<file path="src/rtl/mem_port_arbiter_pkg.sv">
// Shared types for the unified-memory port arbiter and the memory stage.
//   arb_state_t : arbiter FSM states (IDLE / REQ / RSP)
//   owner_t     : which requester owns the outstanding transaction
//   mem_req_t   : one memory request payload {we, be, addr, wdata}
// The payload struct is sized by the package widths so that the memory
// stage and the arbiter agree on a single request format.
package mem_port_arbiter_pkg;

  localparam int MEM_ADDR_W = 32;
  localparam int MEM_DATA_W = 32;
  localparam int MEM_BE_W   = MEM_DATA_W / 8;

  typedef enum logic [1:0] {
    IDLE = 2'd0,
    REQ  = 2'd1,
    RSP  = 2'd2
  } arb_state_t;

  typedef enum logic {
    OWN_IF = 1'b0,
    OWN_DM = 1'b1
  } owner_t;

  typedef struct packed {
    logic                  we;
    logic [MEM_BE_W-1:0]   be;
    logic [MEM_ADDR_W-1:0] addr;
    logic [MEM_DATA_W-1:0] wdata;
  } mem_req_t;

  // Instruction fetch is always a full-word read.
  function automatic mem_req_t if_payload(input logic [MEM_ADDR_W-1:0] addr);
    mem_req_t p;
    p.we    = 1'b0;
    p.be    = '1;
    p.addr  = addr;
    p.wdata = '0;
    return p;
  endfunction

endpackage

</file>
<file path="src/rtl/arb_prio_starve.sv">
// Pure arbitration decision between IF and DM.
//   if_req, dm_req : current requests
//   streak         : consecutive DM grants taken while IF was waiting
//   win_valid      : some requester wins this decision
//   winner         : OWN_DM or OWN_IF
//   streak_next    : streak value to register if this decision is used
// DM has fixed priority; once it has won STARVE_LIM times in a row with IF
// waiting, IF wins the next contested decision.
module arb_prio_starve
  import mem_port_arbiter_pkg::*;
#(
  parameter int STARVE_LIM = 4,
  localparam int STREAK_W  = $clog2(STARVE_LIM + 1)
) (
  input  logic                if_req,
  input  logic                dm_req,
  input  logic [STREAK_W-1:0] streak,
  output logic                win_valid,
  output owner_t              winner,
  output logic [STREAK_W-1:0] streak_next
);

  localparam logic [STREAK_W-1:0] LIM = STREAK_W'(STARVE_LIM);

  // ">=" rather than "==" so a corrupted streak can never lock IF out.
  logic if_starved;
  assign if_starved = if_req && (streak >= LIM);

  always_comb begin
    win_valid   = 1'b0;
    winner      = OWN_IF;
    streak_next = streak;
    if (dm_req && !if_starved) begin
      win_valid   = 1'b1;
      winner      = OWN_DM;
      // IF waiting implies streak < LIM here, so the increment cannot overrun.
      streak_next = if_req ? streak + STREAK_W'(1) : '0;
    end else if (if_req) begin
      win_valid   = 1'b1;
      winner      = OWN_IF;
      streak_next = '0;
    end
  end

endmodule

</file>
<file path="src/rtl/mem_port_arbiter.sv">
// Shares one single-ported memory between instruction fetch (IF) and the
// data-memory stage (DM). At most one memory transaction is outstanding.
//   clk, rst          : clock, asynchronous active-high reset
//   if_*              : IF read request / grant / response
//   dm_*              : DM read-write request / grant / response
//   mem_*             : memory port (request held until mem_gnt, response
//                       signalled by mem_rvalid for reads and writes)
//   busy              : a transaction is in flight
//   err_spurious      : sticky, mem_rvalid seen with nothing outstanding
// Payload registers use the package request struct, so ADDR_W/DATA_W are
// expected to match the package widths.
module mem_port_arbiter
  import mem_port_arbiter_pkg::*;
#(
  parameter int ADDR_W     = MEM_ADDR_W,
  parameter int DATA_W     = MEM_DATA_W,
  parameter int STARVE_LIM = 4
) (
  input  logic                clk,
  input  logic                rst,
  input  logic                if_req,
  input  logic [ADDR_W-1:0]   if_addr,
  output logic                if_gnt,
  output logic                if_rvalid,
  output logic [DATA_W-1:0]   if_rdata,
  input  logic                dm_req,
  input  logic                dm_we,
  input  logic [DATA_W/8-1:0] dm_be,
  input  logic [ADDR_W-1:0]   dm_addr,
  input  logic [DATA_W-1:0]   dm_wdata,
  output logic                dm_gnt,
  output logic                dm_rvalid,
  output logic [DATA_W-1:0]   dm_rdata,
  output logic                mem_req,
  output logic                mem_we,
  output logic [DATA_W/8-1:0] mem_be,
  output logic [ADDR_W-1:0]   mem_addr,
  output logic [DATA_W-1:0]   mem_wdata,
  input  logic                mem_gnt,
  input  logic                mem_rvalid,
  input  logic [DATA_W-1:0]   mem_rdata,
  output logic                busy,
  output logic                err_spurious
);

  localparam int STREAK_W = $clog2(STARVE_LIM + 1);

  arb_state_t          state_reg;
  owner_t              owner_reg;
  mem_req_t            payload_reg;
  logic [STREAK_W-1:0] streak_reg;
  logic                err_reg;

  logic                win_valid;
  owner_t              winner;
  logic [STREAK_W-1:0] streak_next;
  mem_req_t            win_payload;
  logic                arb_en;
  logic                launch;

  arb_prio_starve #(
    .STARVE_LIM (STARVE_LIM)
  ) u_arb (
    .if_req      (if_req),
    .dm_req      (dm_req),
    .streak      (streak_reg),
    .win_valid   (win_valid),
    .winner      (winner),
    .streak_next (streak_next)
  );

  // Arbitrate when idle, or in the response cycle so a pending request can
  // go straight back to REQ without an IDLE bubble.
  assign arb_en = (state_reg == IDLE) || ((state_reg == RSP) && mem_rvalid);
  assign launch = arb_en && win_valid;

  always_comb begin
    win_payload = if_payload(MEM_ADDR_W'(if_addr));
    if (winner == OWN_DM) begin
      win_payload.we    = dm_we;
      win_payload.be    = MEM_BE_W'(dm_be);
      win_payload.addr  = MEM_ADDR_W'(dm_addr);
      win_payload.wdata = MEM_DATA_W'(dm_wdata);
    end
  end

  always_ff @(posedge clk or posedge rst) begin
    if (rst) begin
      state_reg   <= IDLE;
      owner_reg   <= OWN_IF;
      payload_reg <= '0;
      streak_reg  <= '0;
      err_reg     <= 1'b0;
    end else begin
      if (launch) begin
        owner_reg   <= winner;
        payload_reg <= win_payload;
        streak_reg  <= streak_next;
      end
      case (state_reg)
        IDLE: begin
          if (mem_rvalid) err_reg <= 1'b1;
          if (launch) state_reg <= REQ;
        end
        // A response arriving together with the grant cannot belong to this
        // request, so it is flagged rather than forwarded.
        REQ: begin
          if (mem_rvalid) err_reg <= 1'b1;
          if (mem_gnt) state_reg <= RSP;
        end
        RSP: begin
          if (mem_rvalid) state_reg <= launch ? REQ : IDLE;
        end
        default: state_reg <= IDLE;
      endcase
    end
  end

  assign mem_req   = (state_reg == REQ);
  assign mem_we    = payload_reg.we;
  assign mem_be    = (DATA_W/8)'(payload_reg.be);
  assign mem_addr  = ADDR_W'(payload_reg.addr);
  assign mem_wdata = DATA_W'(payload_reg.wdata);

  assign if_gnt    = mem_req && (owner_reg == OWN_IF) && mem_gnt;
  assign dm_gnt    = mem_req && (owner_reg == OWN_DM) && mem_gnt;
  assign if_rvalid = (state_reg == RSP) && (owner_reg == OWN_IF) && mem_rvalid;
  assign dm_rvalid = (state_reg == RSP) && (owner_reg == OWN_DM) && mem_rvalid;
  assign if_rdata  = mem_rdata;
  assign dm_rdata  = mem_rdata;

  assign busy         = (state_reg != IDLE);
  assign err_spurious = err_reg;

endmodule

</file>
<file path="config.mk">
export PLATFORM = sky130hd
export DESIGN_NAME = mem_port_arbiter
export DESIGN_NICKNAME = d
export VERILOG_FILES = /design/src/rtl/mem_port_arbiter_pkg.sv /design/src/rtl/arb_prio_starve.sv /design/src/rtl/mem_port_arbiter.sv
export SDC_FILE = /design/constraint.sdc
export NUM_CORES = 1
export LEC_CHECK = 0
export ABC_AREA = 0
export BUFFER_PORTS_ARGS = -buffer_cell sky130_fd_sc_hd__buf_2
export CORE_AREA = 2 2 109 111
export DETAILED_ROUTE_END_ITERATION = 8
export DIE_AREA = 0 0 111 113
export PLACE_DENSITY = 0.72
export SLEW_MARGIN = 20
export SYNTH_ARGS = -nofsm -noshare
export SYNTH_HDL_FRONTEND = slang
export SYNTH_HIERARCHICAL = 1
export SYNTH_SLANG_ARGS = --single-unit
</file>
<file path="constraint.sdc">
create_clock -name clk -period 2.75 [get_ports clk]
set_clock_uncertainty 0.05 [all_clocks]
set_input_delay 0.4125 -clock clk [delete_from_list [all_inputs] [get_ports clk]]
set_output_delay 0.4125 -clock clk [all_outputs]
set_load 0.02 [all_outputs]
</file>
==> reports/qor.yml <==
status: "finished, final reports clean"
worst_pin_slew_ps: 695
setup_viol: 0
antenna_found_initial: 0
arrival_ps: 2180
clockBufferDepth: 2
syn_to_final_growth_pct: 21.6
drt-pass1-iter-count: 4
initial_core_util_pct: 37.0
yosys.area.top_type: "dfrtp_1"
die_area_um2: 12500
core_um2: 11300
num_vias: 2812
grt.total_usage_pct: 15.4
rows: 39
synthTopCellsByArea: "dfrtp_1 (46%), mux2_2 (12%), buf_4 (12%)"
critical_path_required_ps: 2940
synthSimpleGateAreaFrac_pct: 5.52
grt_max_degree: 71
wl_per_cell_um: 15.6
path_class: "flop to flop"
crit_family: "simple AND/OR/NAND/NOR gates"
met2_usage_pct: 27.4
crit_chain: "and3b_4, buf_4, mux2i_1"
slowest_stage: "and3b_4"
min_path_type: "input port to async pin"
synth-adder-area-share_pct: 0.300
period_share_pct: 72.2
slew_headroom_pct: 53.6
final.fill_count: 1079
die_w_um: 111
fin_nets: 613
die_h_um: 113
synth_compound_area_share_pct: 1.35
postSynthCellCount: 356
final_max_slew_viol_count: 0
drt_iter0_markers: 81
critPathCaptureType: "flop"
io_buffers: 182
vias_per_cell: 4.53
clk_latency_ps: 330
cts_sinks: 76
antennaDiodeCount: 0
p_sw_mw: 2.28
cts_max_level: 3
ctsHoldBuffers: 0
grt-ovfl-total: 0
use_met3_pct: 7.02
netlist_area_um2: 4170
period_minus_slack_ps: 1990
drive_above_1_share_pct: 58.2
p_leak_nw: 2.66
ys_seq_area_share_pct: 45.6
powerDensity_nw_per_um2: 1180
pwr-share-seq_pct: 33.7
dp_hpwl_um: 7280
grt_pass1_wl_um: 15300
grt_pass1_vias: 2987
ant_nets: 0
clkPwrFrac_pct: 21.0
use_met1_pct: 17.0
synthMuxAreaShare_pct: 29.7
critical_path.max_fanout: 35
num_io_pins: 279
synth_top_area_share_pct: 45.6
path_clk_slew_ps: 60
synth-xor-area-share_pct: 0
gp_congestion: 0.747
vdd_drop_max_mv: 0.473
grt_setup_unrepaired: "false"
p_int_mw: 3.69
p_sw_share_pct: 38.2
maxClockFrequency_ghz: 0.503
clock-root-buffer: "clkbuf_16"
final_cell_mix: "buf_2 (182), dfrtp_1 (76), mux2_2 (46), inv_1 (36), nand2_1 (35)"
postCtsSetupBuffers: 0
cts_tree: "built"
start_kind: "flop"
yosysWarnings: 6
cts_resized: 0
holdWs_ps: 111
cts_made_buffers: 9
drc_errors: 0
synth_top_family_by_area: "multiplexers"
tns_ps: 0
grt.busiest_layer: "met2"
cap_violations: 0
synthesis.nets: 496
hold_viol: 0
cpPeakStageDelay_ps: 760
syn_area_per_cell_um2: 11.7
totalWireLength_um: 9690
ys_seq_elements: 76
final_common_cell: "buf_2"
power_frac_comb_pct: 45.3
synth_cell_type_count: 26
cp_num_buf_inv: 1
## worst reg2reg max path, cell delays in order (launching register included)
cell and delay [ps]:
dfrtp_1 420, and3b_4 760, buf_4 430, mux2i_1 250
## final cells by class
cell class | count | area (µm²) | area share (%)
Clock inverter | 5 | 75.1 | 1.48
Tap cell | 143 | 179 | 3.53
Sequential cell | 76 | 1900 | 37.5
Multi-Input combinational cell | 163 | 1550 | 30.6
Timing Repair Buffer | 186 | 978 | 19.3
Inverter | 37 | 140 | 2.76
Clock buffer | 11 | 243 | 4.79
## power by group through the flow
stage / sequential (mW) / clock [mW] / combinational (mW)
2_1_floorplan: 2.63 / 0 / 1.38
3_3_place_gp: 2.00 / 0 / 2.68
3_5_place_dp: 2.02 / 0 / 2.76
4_1_cts: 2.02 / 1.29 / 2.76
6_report: 2.01 / 1.25 / 2.71
5_1_grt: 2.09 / 1.33 / 2.90
## final timing paths
| path | start | endpoint | slack (ps) | cells past startpoint |
|---|---|---|---|---|
| min reg2reg | err_spurious$_DFFE_PP0P_ | err_spurious$_DFFE_PP0P_ | 420 | 1 |
| min | rst | mem_wdata[18]$_DFFE_PP0P_ | 110 | 2 |
| max | state_reg[0]$_DFFE_PP0P_ | mem_wdata[7]$_DFFE_PP0P_ | 760 | 3 |
| max reg2reg | state_reg[0]$_DFFE_PP0P_ | mem_wdata[7]$_DFFE_PP0P_ | 760 | 3 |
| min in group clk | mem_rvalid | err_spurious$_DFFE_PP0P_ | 270 | 2 |
| max in group asynchronous | rst | mem_wdata[16]$_DFFE_PP0P_ | 1900 | 3 |
## cells in the mapped netlist
master and number:
dfrtp_1 76, buf_4 67, mux2_2 46, inv_1 37, nand2_1 35, mux2i_1 33, mux2_4 26, buf_2 6
nand2b_1 5, buf_6 4, a21o_1 2, a32o_1 2, clkbuf_1 2, nor2_1 2, nor2b_1 2, a21boi_0 1
a22o_1 1, and3_1 1, and3b_1 1, buf_1 1, ha_1 1, nor2b_4 1, nor3_1 1, nor3b_1 1
o21ai_0 1, or2_2 1
## metal layers
metal  wire (µm)  up-vias  share of wire (%)
met5           0        -                  0
met4          76        0               0.78
met3         975        6                 10
met2        5050      152                 52
met1        3580     1337                 37
li1            -     1317                  -
## cells by family (layout without fill, tap and decap cells)
logic type,count (synthesis),after routing
muxes,105,105
buffers and inverters,117,239
adders and majority gates,1,1
and+or+nand+nor,50,50
AOI/OAI and AO/OA,7,7
DFF,76,76
## through the flow
stage          setup WS (ps)  area (µm²)  total power [mW]  instances  util, %
2_1_floorplan            349        4170              4.02        356        -
3_3_place_gp             583        4750              4.69        605     42.2
3_5_place_dp             482        4750              4.78        605     42.2
4_1_cts                  730        5070              6.07        621     45.0
5_1_grt                  636        5070              6.32        621     45.0
6_report                 763        5070              5.97        621     45.0
(Power assumes the default switching activity.)
